### src/rtl/conv_result_reader_pkg.sv
// Purpose: shared constants, state encoding and output payload type for the
//          convolution result read-out path.
// Contents: CONV_ROWS/CONV_COLS/CONV_DW matrix geometry, derived index widths,
//           state_e FSM encoding, rd_out_t registered output payload,
//           flat_idx() row-major element index helper.
package conv_result_reader_pkg;

  localparam int unsigned CONV_ROWS = 4;
  localparam int unsigned CONV_COLS = 4;
  localparam int unsigned CONV_DW   = 8;

  localparam int unsigned CONV_N = CONV_ROWS * CONV_COLS;
  localparam int unsigned ROW_W  = $clog2(CONV_ROWS);
  localparam int unsigned COL_W  = $clog2(CONV_COLS);
  localparam int unsigned IDX_W  = $clog2(CONV_N);
  localparam int unsigned RES_W  = CONV_N * CONV_DW;

  typedef enum logic [1:0] {
    ST_IDLE = 2'd0,
    ST_SHOW = 2'd1,
    ST_DONE = 2'd2
  } state_e;

  typedef struct packed {
    logic [CONV_DW-1:0] data;
    logic [ROW_W-1:0]   row;
    logic [COL_W-1:0]   col;
    logic               valid;
    logic               done;
  } rd_out_t;

  // Row-major flat position of element (row, col) in the captured buffer.
  function automatic logic [IDX_W-1:0] flat_idx(input logic [ROW_W-1:0] row,
                                                 input logic [COL_W-1:0] col);
    return IDX_W'(IDX_W'(row) * IDX_W'(CONV_COLS) + IDX_W'(col));
  endfunction

endpackage

### src/rtl/conv_result_reader_if.sv
// Purpose: result-matrix hand-off from convLayer plus the registered read-out bus.
// Signals: res_valid  one-cycle strobe, res_data holds a complete matrix
//          res_data   flattened matrix, element (r,c) at [(r*COLS+c)*DW +: DW]
//          out_data   selected element
//          out_row    row index of out_data
//          out_col    column index of out_data
//          out_valid  out_* hold a captured element
//          done       last element has been stepped past
// Modports: master = matrix producer / display consumer, slave = reader.
interface conv_result_reader_if;
  import conv_result_reader_pkg::*;

  logic                 res_valid;
  logic [RES_W-1:0]     res_data;
  logic [CONV_DW-1:0]   out_data;
  logic [ROW_W-1:0]     out_row;
  logic [COL_W-1:0]     out_col;
  logic                 out_valid;
  logic                 done;

  modport master (
    output res_valid, res_data,
    input  out_data, out_row, out_col, out_valid, done
  );

  modport slave (
    input  res_valid, res_data,
    output out_data, out_row, out_col, out_valid, done
  );

endinterface

### src/rtl/conv_result_reader_btn_edge_sync.sv
// Purpose: bring a raw asynchronous push button into the clk domain and emit a
//          single-cycle pulse on each rising edge of the synchronised level.
// Ports: clk        clock, rising edge
//        rst_n      asynchronous active-low reset, clears all flops
//        btn_raw_i  raw button level
//        pulse_c_o  one-cycle pulse (decoded from flops, no input path)
module btn_edge_sync (
  input  logic clk,
  input  logic rst_n,
  input  logic btn_raw_i,
  output logic pulse_c_o
);

  logic s1_q, s2_q, s3_q;

  // s1/s2 synchronise, s3 remembers the previous synchronised level.
  always_ff @(posedge clk or negedge rst_n) begin
    if (!rst_n) begin
      s1_q <= 1'b0;
      s2_q <= 1'b0;
      s3_q <= 1'b0;
    end else begin
      s1_q <= btn_raw_i;
      s2_q <= s1_q;
      s3_q <= s2_q;
    end
  end

  assign pulse_c_o = s2_q & ~s3_q;

endmodule

### src/rtl/conv_result_reader.sv
// Purpose: capture one result matrix from convLayer and step through it in
//          row-major order, one element per "next" button press.
// Ports: clk       clock, rising edge
//        rst_n     asynchronous active-low reset
//        next_btn  raw asynchronous button, advance one element per press
//        restart   synchronous level, rewind to (0,0) keeping the buffer
//        bus       conv_result_reader_if.slave: res_valid/res_data in,
//                  out_data/out_row/out_col/out_valid/done out (all registered)
module conv_result_reader
  import conv_result_reader_pkg::*;
(
  input  logic                       clk,
  input  logic                       rst_n,
  input  logic                       next_btn,
  input  logic                       restart,
  conv_result_reader_if.slave        bus
);

  logic               next_pulse_c;
  state_e             state_q, state_d;
  rd_out_t            out_q, out_d;
  logic               cap_c;
  logic [CONV_DW-1:0] buf_q [CONV_N];
  logic [ROW_W-1:0]   nrow_c;
  logic [COL_W-1:0]   ncol_c;
  logic               last_c;

  btn_edge_sync u_next_sync (
    .clk       (clk),
    .rst_n     (rst_n),
    .btn_raw_i (next_btn),
    .pulse_c_o (next_pulse_c)
  );

  // Matrix buffer: whole-matrix write on capture only; contents need no reset.
  always_ff @(posedge clk) begin
    if (cap_c) begin
      for (int k = 0; k < int'(CONV_N); k++) begin
        buf_q[k] <= bus.res_data[k*CONV_DW +: CONV_DW];
      end
    end
  end

  // Successor coordinates, column first with wrap into the next row.
  always_comb begin
    nrow_c = out_q.row;
    ncol_c = out_q.col + COL_W'(1);
    last_c = (out_q.row == ROW_W'(CONV_ROWS - 1)) &&
             (out_q.col == COL_W'(CONV_COLS - 1));
    if (out_q.col == COL_W'(CONV_COLS - 1)) begin
      ncol_c = '0;
      nrow_c = out_q.row + ROW_W'(1);
    end
  end

  // State and output registers.
  always_ff @(posedge clk or negedge rst_n) begin
    if (!rst_n) begin
      state_q <= ST_IDLE;
      out_q   <= '0;
    end else begin
      state_q <= state_d;
      out_q   <= out_d;
    end
  end

  // Next state / outputs. Priority: capture > restart > next pulse; losers drop.
  always_comb begin
    state_d = state_q;
    out_d   = out_q;
    cap_c   = 1'b0;

    if (bus.res_valid) begin
      // Buffer is not written yet, so element (0,0) comes straight from the bus.
      cap_c       = 1'b1;
      state_d     = ST_SHOW;
      out_d.row   = '0;
      out_d.col   = '0;
      out_d.data  = bus.res_data[CONV_DW-1:0];
      out_d.valid = 1'b1;
      out_d.done  = 1'b0;
    end else if (restart && (state_q != ST_IDLE)) begin
      state_d     = ST_SHOW;
      out_d.row   = '0;
      out_d.col   = '0;
      out_d.data  = buf_q[0];
      out_d.valid = 1'b1;
      out_d.done  = 1'b0;
    end else if (next_pulse_c && (state_q == ST_SHOW)) begin
      if (last_c) begin
        // Index and data hold their final values while done is shown.
        state_d     = ST_DONE;
        out_d.valid = 1'b0;
        out_d.done  = 1'b1;
      end else begin
        out_d.row  = nrow_c;
        out_d.col  = ncol_c;
        out_d.data = buf_q[flat_idx(nrow_c, ncol_c)];
      end
    end
  end

  assign bus.out_data  = out_q.data;
  assign bus.out_row   = out_q.row;
  assign bus.out_col   = out_q.col;
  assign bus.out_valid = out_q.valid;
  assign bus.done      = out_q.done;

endmodule

### src/flat_wrapper.sv
// flat-port wrapper written by rule: the top's interface ports become plain ports
module conv_result_reader_flat import conv_result_reader_pkg::*;
  (clk, rst_n, next_btn, restart, bus_res_valid, bus_res_data, bus_out_data, bus_out_row, bus_out_col, bus_out_valid, bus_done);
  conv_result_reader_if bus_i ();
  input  logic clk;
  input  logic rst_n;
  input  logic next_btn;
  input  logic restart;
  input wire logic [$bits(bus_i.res_valid)-1:0] bus_res_valid;
  input wire logic [$bits(bus_i.res_data)-1:0] bus_res_data;
  output wire logic [$bits(bus_i.out_data)-1:0] bus_out_data;
  output wire logic [$bits(bus_i.out_row)-1:0] bus_out_row;
  output wire logic [$bits(bus_i.out_col)-1:0] bus_out_col;
  output wire logic [$bits(bus_i.out_valid)-1:0] bus_out_valid;
  output wire logic [$bits(bus_i.done)-1:0] bus_done;
  assign bus_i.res_valid = bus_res_valid;
  assign bus_i.res_data = bus_res_data;
  assign bus_out_data = bus_i.out_data;
  assign bus_out_row = bus_i.out_row;
  assign bus_out_col = bus_i.out_col;
  assign bus_out_valid = bus_i.out_valid;
  assign bus_done = bus_i.done;
  conv_result_reader u_core (.clk(clk), .rst_n(rst_n), .next_btn(next_btn), .restart(restart), .bus(bus_i));
endmodule
### config.mk
export PLATFORM = sky130hd
export DESIGN_NAME = conv_result_reader_flat
export DESIGN_NICKNAME = d
export VERILOG_FILES = /design/src/rtl/conv_result_reader_pkg.sv /design/src/rtl/conv_result_reader_if.sv /design/src/rtl/conv_result_reader_btn_edge_sync.sv /design/src/rtl/conv_result_reader.sv /design/src/flat_wrapper.sv
export SDC_FILE = /design/constraint.sdc
export NUM_CORES = 1
export LEC_CHECK = 0
export CAP_MARGIN = 10
export CORE_MARGIN = 2
export CORE_UTILIZATION = 42
export CTS_CLUSTER_DIAMETER = 150
export DETAILED_ROUTE_END_ITERATION = 8
export PLACE_DENSITY_LB_ADDON = 0.08
export SYNTH_ARGS = -nofsm -noshare
export SYNTH_HDL_FRONTEND = slang
export SYNTH_SLANG_ARGS = --single-unit
### constraint.sdc
create_clock -name clk -period 2.5 [get_ports clk]
set_input_delay 0.5 -clock clk [delete_from_list [all_inputs] [get_ports clk]]
set_output_delay 0.5 -clock clk [all_outputs]
set_load 0.03 [all_outputs]
; Word-level counts from Yosys, hierarchy flattened
; Memory sizes are Yosys's and may differ from the RTL's.
; Cells that the tools add are included.
[word_totals]
mem_bits_ro = 0
out_inout_bits = 14
mem_bits_rw = 128
reg_bits = 19
memories = 1
wordCells = 41
latchBits = 0
[op_classes]
n_lt_le_gt_ge = 0
reduce_logical = 8
n_shift = 0
n_addsub = 3
mux = 14
n_bitwise = 2
div = 0
n_eq_ne = 4
multipliers = 0
[mem_list]
columns = memory, depth, width, read_ports, rd_clocked_by_memory_dff, wr, line_no
row1 = u_core.buf_q, 16, 8, 2, 0, 16, conv_result_reader.sv:23  ; logic [CONV_DW-1:0] buf_q [CONV_N];
[ops]
columns = op, n
row1 = $mux 14, 3
row2 = $mux 2, 7
row3 = $mux 12, 1
row4 = $reduce_bool 3->1, 2
row5 = $add 2x1->2 const B, 2
row6 = $add 4x2->4, 1
row7 = $eq 2x2->1 const B, 2
row8 = $reduce_and 2->1, 2
row9 = $logic_and 1x1->1, 3
row10 = $mux 1, 3
row11 = $ne 3x3->1 const B, 1
row12 = $eq 2x1->1 const B, 1
row13 = $reduce_bool 2->1, 1
row14 = $and 1x1->1, 1
row15 = $not 1->1, 1

; Logic depth before layout (Yosys ltp)
; An unclocked memory read counts as a cell.
[logic_depth]
word_depth = 8
depth_mapped = 7

; Hierarchy
; Synthesis repeated with hierarchy kept, for this count alone.
[unflattened]
hier_cells = 400
area_unflattened_um2 = 6401.1
[modules_own_cells]
columns = mod, cells_per_inst, instances, seq_area_each_um2, area_per_inst_um2
row1 = conv_result_reader, 396, 1, 4194.0, 6312.3
row2 = btn_edge_sync, 4, 1, 75.1, 88.8

; Worst setup path before layout
; No wires, ideal clock.
[synth_timing]
path_type = register -> register
start = register u_core.out_q (netlist bit u_core.bus.out_col[0])
end = register u_core.out_q (netlist bit u_core.bus.out_data[4])
stages_incl_launch_ff = 8
arrival_ps = 2059
path_slack_ps = 309
setup_ps = 131
path_buffers = 3
cell_sequence = dfrtp_1 -> ha_1 -> buf_6 -> buf_6 -> buf_6 -> mux4_2 -> a22oi_1 -> a31oi_1
[synth_via]
elab_chain_cells = 8
word_cells_on_any_way = 13
cone_classes = 2 x add/sub / 2 x eq/ne / 6 x mux / 2 x reduce/logical / 1 x memory
[synth_rtl]
columns = item, line_no
row1 = from (decl), conv_result_reader.sv:21  ; rd_out_t out_q, out_d;
row2 = from (signal assigned), conv_result_reader.sv:63  ; out_q <= out_d;
row3 = $add 2x1->2 / $eq 2x2->1 (equally long branches), "conv_result_reader.sv:47, conv_result_reader.sv:49, conv_result_reader.sv:50"
row4 = $mux 2, conv_result_reader.sv:50  ; if (out_q.col == COL_W'(CONV_COLS - 1)) begin
row5 = $add 4x2->4, conv_result_reader_pkg.sv:35  ; return IDX_W'(IDX_W'(row) * IDX_W'(CONV_COLS) + IDX_W'(col));
row6 = $mem_v2 16x8, -
row7 = $mux 12, conv_result_reader.sv:90  ; if (last_c) begin
row8 = $mux 14, conv_result_reader.sv:89  ; end else if (next_pulse_c && (state_q == ST_SHOW)) begin
row9 = $mux 14, conv_result_reader.sv:82  ; end else if (restart && (state_q != ST_IDLE)) begin
row10 = $mux 14, conv_result_reader.sv:73  ; if (bus.res_valid) begin
; Parallel ways exist; a longest one is shown, timed or not. The select of a mux whose other input is x is not followed.
; A chain may end at the register's enable or synchronous reset.

; Final worst setup path
[layout_timing]
start = register u_core.out_q (netlist bit u_core.bus.out_col[1])
end = register u_core.out_q (netlist bit u_core.bus.out_data[7])
; Same word-level chain as after synthesis.

==> flow_summary.ini <==
[outcome]
status = complete, no violations

[clocking]
cts_hold_buf = 0
post_cts_buffers = 0
path_clk_slew_ns = 0.06
cts-buffers-inserted = 17
cts_tree = done
clkSinkCount = 145
root_buffer = clkbuf_16
clock_latency_ns = 0.41
cts_max_level = 4
ctsResizeCount = 0
clockBufferDepth = 2

[yosys]
syn_area_um2 = 5720
syn-instance-count = 290
yosysUniqueCellTypes = 35
ys_seq_elements = 145
ys_async_sr_fraction = 0.117
synth_seq_area_share = 0.747
ys_warn_count = 0
synth_ff_type = edfxtp_1
synth.avg_cell_area_um2 = 19.7
synth_fp_nets = 425
synth_edf_count = 128

[routing]
vias = 3376
via_per_inst = 5.23
routed_wl_um = 12700
route.detailed.drc = 0
drtIter0Drc = 283
wl_per_cell_um = 19.8
drtPass1Iterations = 4
antenna_left = 0

[pwr]
power.density_nw_per_um2 = 738
p_sw_frac = 0.201
power_frac_seq = 0.490
p_sw_w = 0.00119
irDropWorstVdd_v = 0.000451
power.leakage_nw = 2.80
p_int_w = 0.00474
clockPowerShare = 0.418
power_frac_comb = 0.092
power_w = 0.00593

[sta]
skew_ns = 0.00526
fin_crit_ns = 2.29
finalCritPeriodShare = 0.916
timing.fmax_mhz = 437
maxSlewHeadroom = 0.410
tightestPinTransition_ns = 0.879
grt_setup_unrepaired = no
finalSetupTns_ns = 0
finalHoldViolations = 0
report.final.slew_viol_count = 0
fin_ws_ns = 0.210
setup-violations-final = 0

[final_layout]
final_cell_mix = 145 x clkdlybuf4s50_1, 128 x edfxtp_1, 30 x mux4_2
fin_nets = 591
n_antenna_cell = 0
fill_cells = 1004
multi_input_area_um2 = 1360
syn_to_final_growth_pct = 40.6
final_common_cell = clkdlybuf4s50_1
regArea_um2 = 4270
drive_above_1_share = 0.158

[setup_path]
required_ns = 2.78
crit_type = reg -> reg
cp-end-kind = flop
cp_data_arrival_time_ns = 2.57
reg2reg_from = u_core.bus.out_col[1]$_DFFE_PN0P_
cp-start-kind = flop
crit_start = u_core.bus.out_col[1]$_DFFE_PN0P_
crit_fanout = 9

[placement]
place_ws_ns = 0.191
place_hpwl_um = 9110
numPortBuffers = 146
gp_routability_congestion = 0.750

[floorplan]
ios = 147
num_rows = 42
die_h_um = 121
dieArea_um2 = 14600
core_um2 = 13300
initial_core_util = 0.430
die_w_um = 121

[global_routing]
grt_overflow = 0
grt_pass1_vias = 3586
grt_max_degree = 95
grt.total_usage = 0.187
antenna_found_initial = 0
grt_pass1_wl_um = 19500

[worst_hold_path]
min_from = u_core.u_next_sync.s1_q$_DFF_PN0_
hold_path_class = reg -> reg

[job]
cap_viol_max_count = 0
==> cells in the mapped netlist (2+ instances only) <==
master    number  area [µm²]
a21oi_1        2        10.0
o21ai_0        8        40.0
buf_6          3        33.8
nand3_1        5        25.0
a221oi_1       6        52.6
mux4_2        30         676
buf_2          2        10.0
o21ai_1        4        20.0
dfrtp_1       17         425
nor2_1        12        45.0
mux4_1         2        52.6
o31a_1         7        61.3
a211oi_1       8        60.1
edfxtp_1     128        3840
nand2_1       13        48.8
a22oi_1        9        67.6
inv_1          2        7.51
a31oi_1        6        37.5
nand2b_1       2        12.5
buf_4          4        30.0
a21o_1         2        15.0
clkbuf_1       4        15.0
ha_1           2        25.0
==> layout make-up <==
type | count | share of cell area
clock buffers | 20 | 0.0543
flip-flops and latches | 145 | 0.531
inverters | 2 | 0.000934
clock inverters | 12 | 0.0174
repair buffers | 160 | 0.200
multi-input cells | 130 | 0.169
well taps | 176 | 0.0274
==> registers in the layout, indices dropped and copies added, names as in the netlist <==
| name | flops |
|---|---|
| u_core.buf_q | 128 |
| u_core.bus.out_data | 8 |
| u_core.bus.out_col | 2 |
| u_core.bus.out_row | 2 |
| u_core.bus.done | 1 |
| u_core.state_q | 1 |
| u_core.u_next_sync.s1_q | 1 |
| u_core.u_next_sync.s2_q | 1 |
| u_core.u_next_sync.s3_q | 1 |
==> logic make-up (layout without fill, tap and decap cells) <==
kind of cell	Yosys count	count (layout)	synth area share
compound gates	57	57	0.0716
mux	33	33	0.129
buf+inv	15	194	0.0168
flops	145	145	0.747
fa+ha+maj	2	2	0.00438
xor+xnor	1	1	0.00153
simple gates	37	37	0.0300
==> power by group through the flow <==
stage / sequential [W] / combinational (W) / clock [W]
after detailed placement: 0.00296 / 0.000552 / 0
after global placement: 0.00295 / 0.000543 / 0
after CTS: 0.00291 / 0.000553 / 0.00252
final: 0.00291 / 0.000546 / 0.00248
after global routing: 0.00293 / 0.000582 / 0.00263
after floorplan: 0.00296 / 0.000175 / 0
==> final timing paths <==
path / endpoint / slack, ns / cells past startpoint
worst min-delay path: u_core.u_next_sync.s2_q$_DFF_PN0_ / 0.35 / 0
min in group asynchronous: u_core.u_next_sync.s2_q$_DFF_PN0_ / 0.42 / 2
worst max register to register: u_core.bus.out_data[7]$_DFFE_PN0P_ / 0.21 / 5
worst min register to register: u_core.u_next_sync.s2_q$_DFF_PN0_ / 0.35 / 0
worst max-delay path: u_core.bus.out_data[7]$_DFFE_PN0P_ / 0.21 / 5
max in group asynchronous: u_core.bus.out_data[2]$_DFFE_PN0P_ / 1.89 / 2
==> per-layer routing <==
| layer | global-route usage | up-vias | wire, µm |
|---|---|---|---|
| met5 | 0 | - | 0 |
| met4 | 0.0654 | 0 | 137 |
| met3 | 0.0528 | 12 | 824 |
| met2 | 0.309 | 122 | 6550 |
| met1 | 0.239 | 1690 | 5230 |
| li1 | - | 1552 | - |
==> metrics by stage <==
step                hold WS [ns]  std cells   util  instance area, µm²
floorplan                  0.204        290      -                5720
global placement           0.346        613  0.561                7460
detailed placement         0.340        613  0.561                7460
CTS                        0.358        645  0.605                8040
global route               0.368        645  0.605                8040
finish                     0.353        645  0.605                8040
==> critical path, cell delays in order (launching register included) <==
cell	delay (ns)
dfrtp_1	0.40
ha_2	0.48
buf_4	0.27
mux4_2	0.52
a221oi_1	0.37
a31oi_1	0.12
Power figures use the tool's default switching activity.
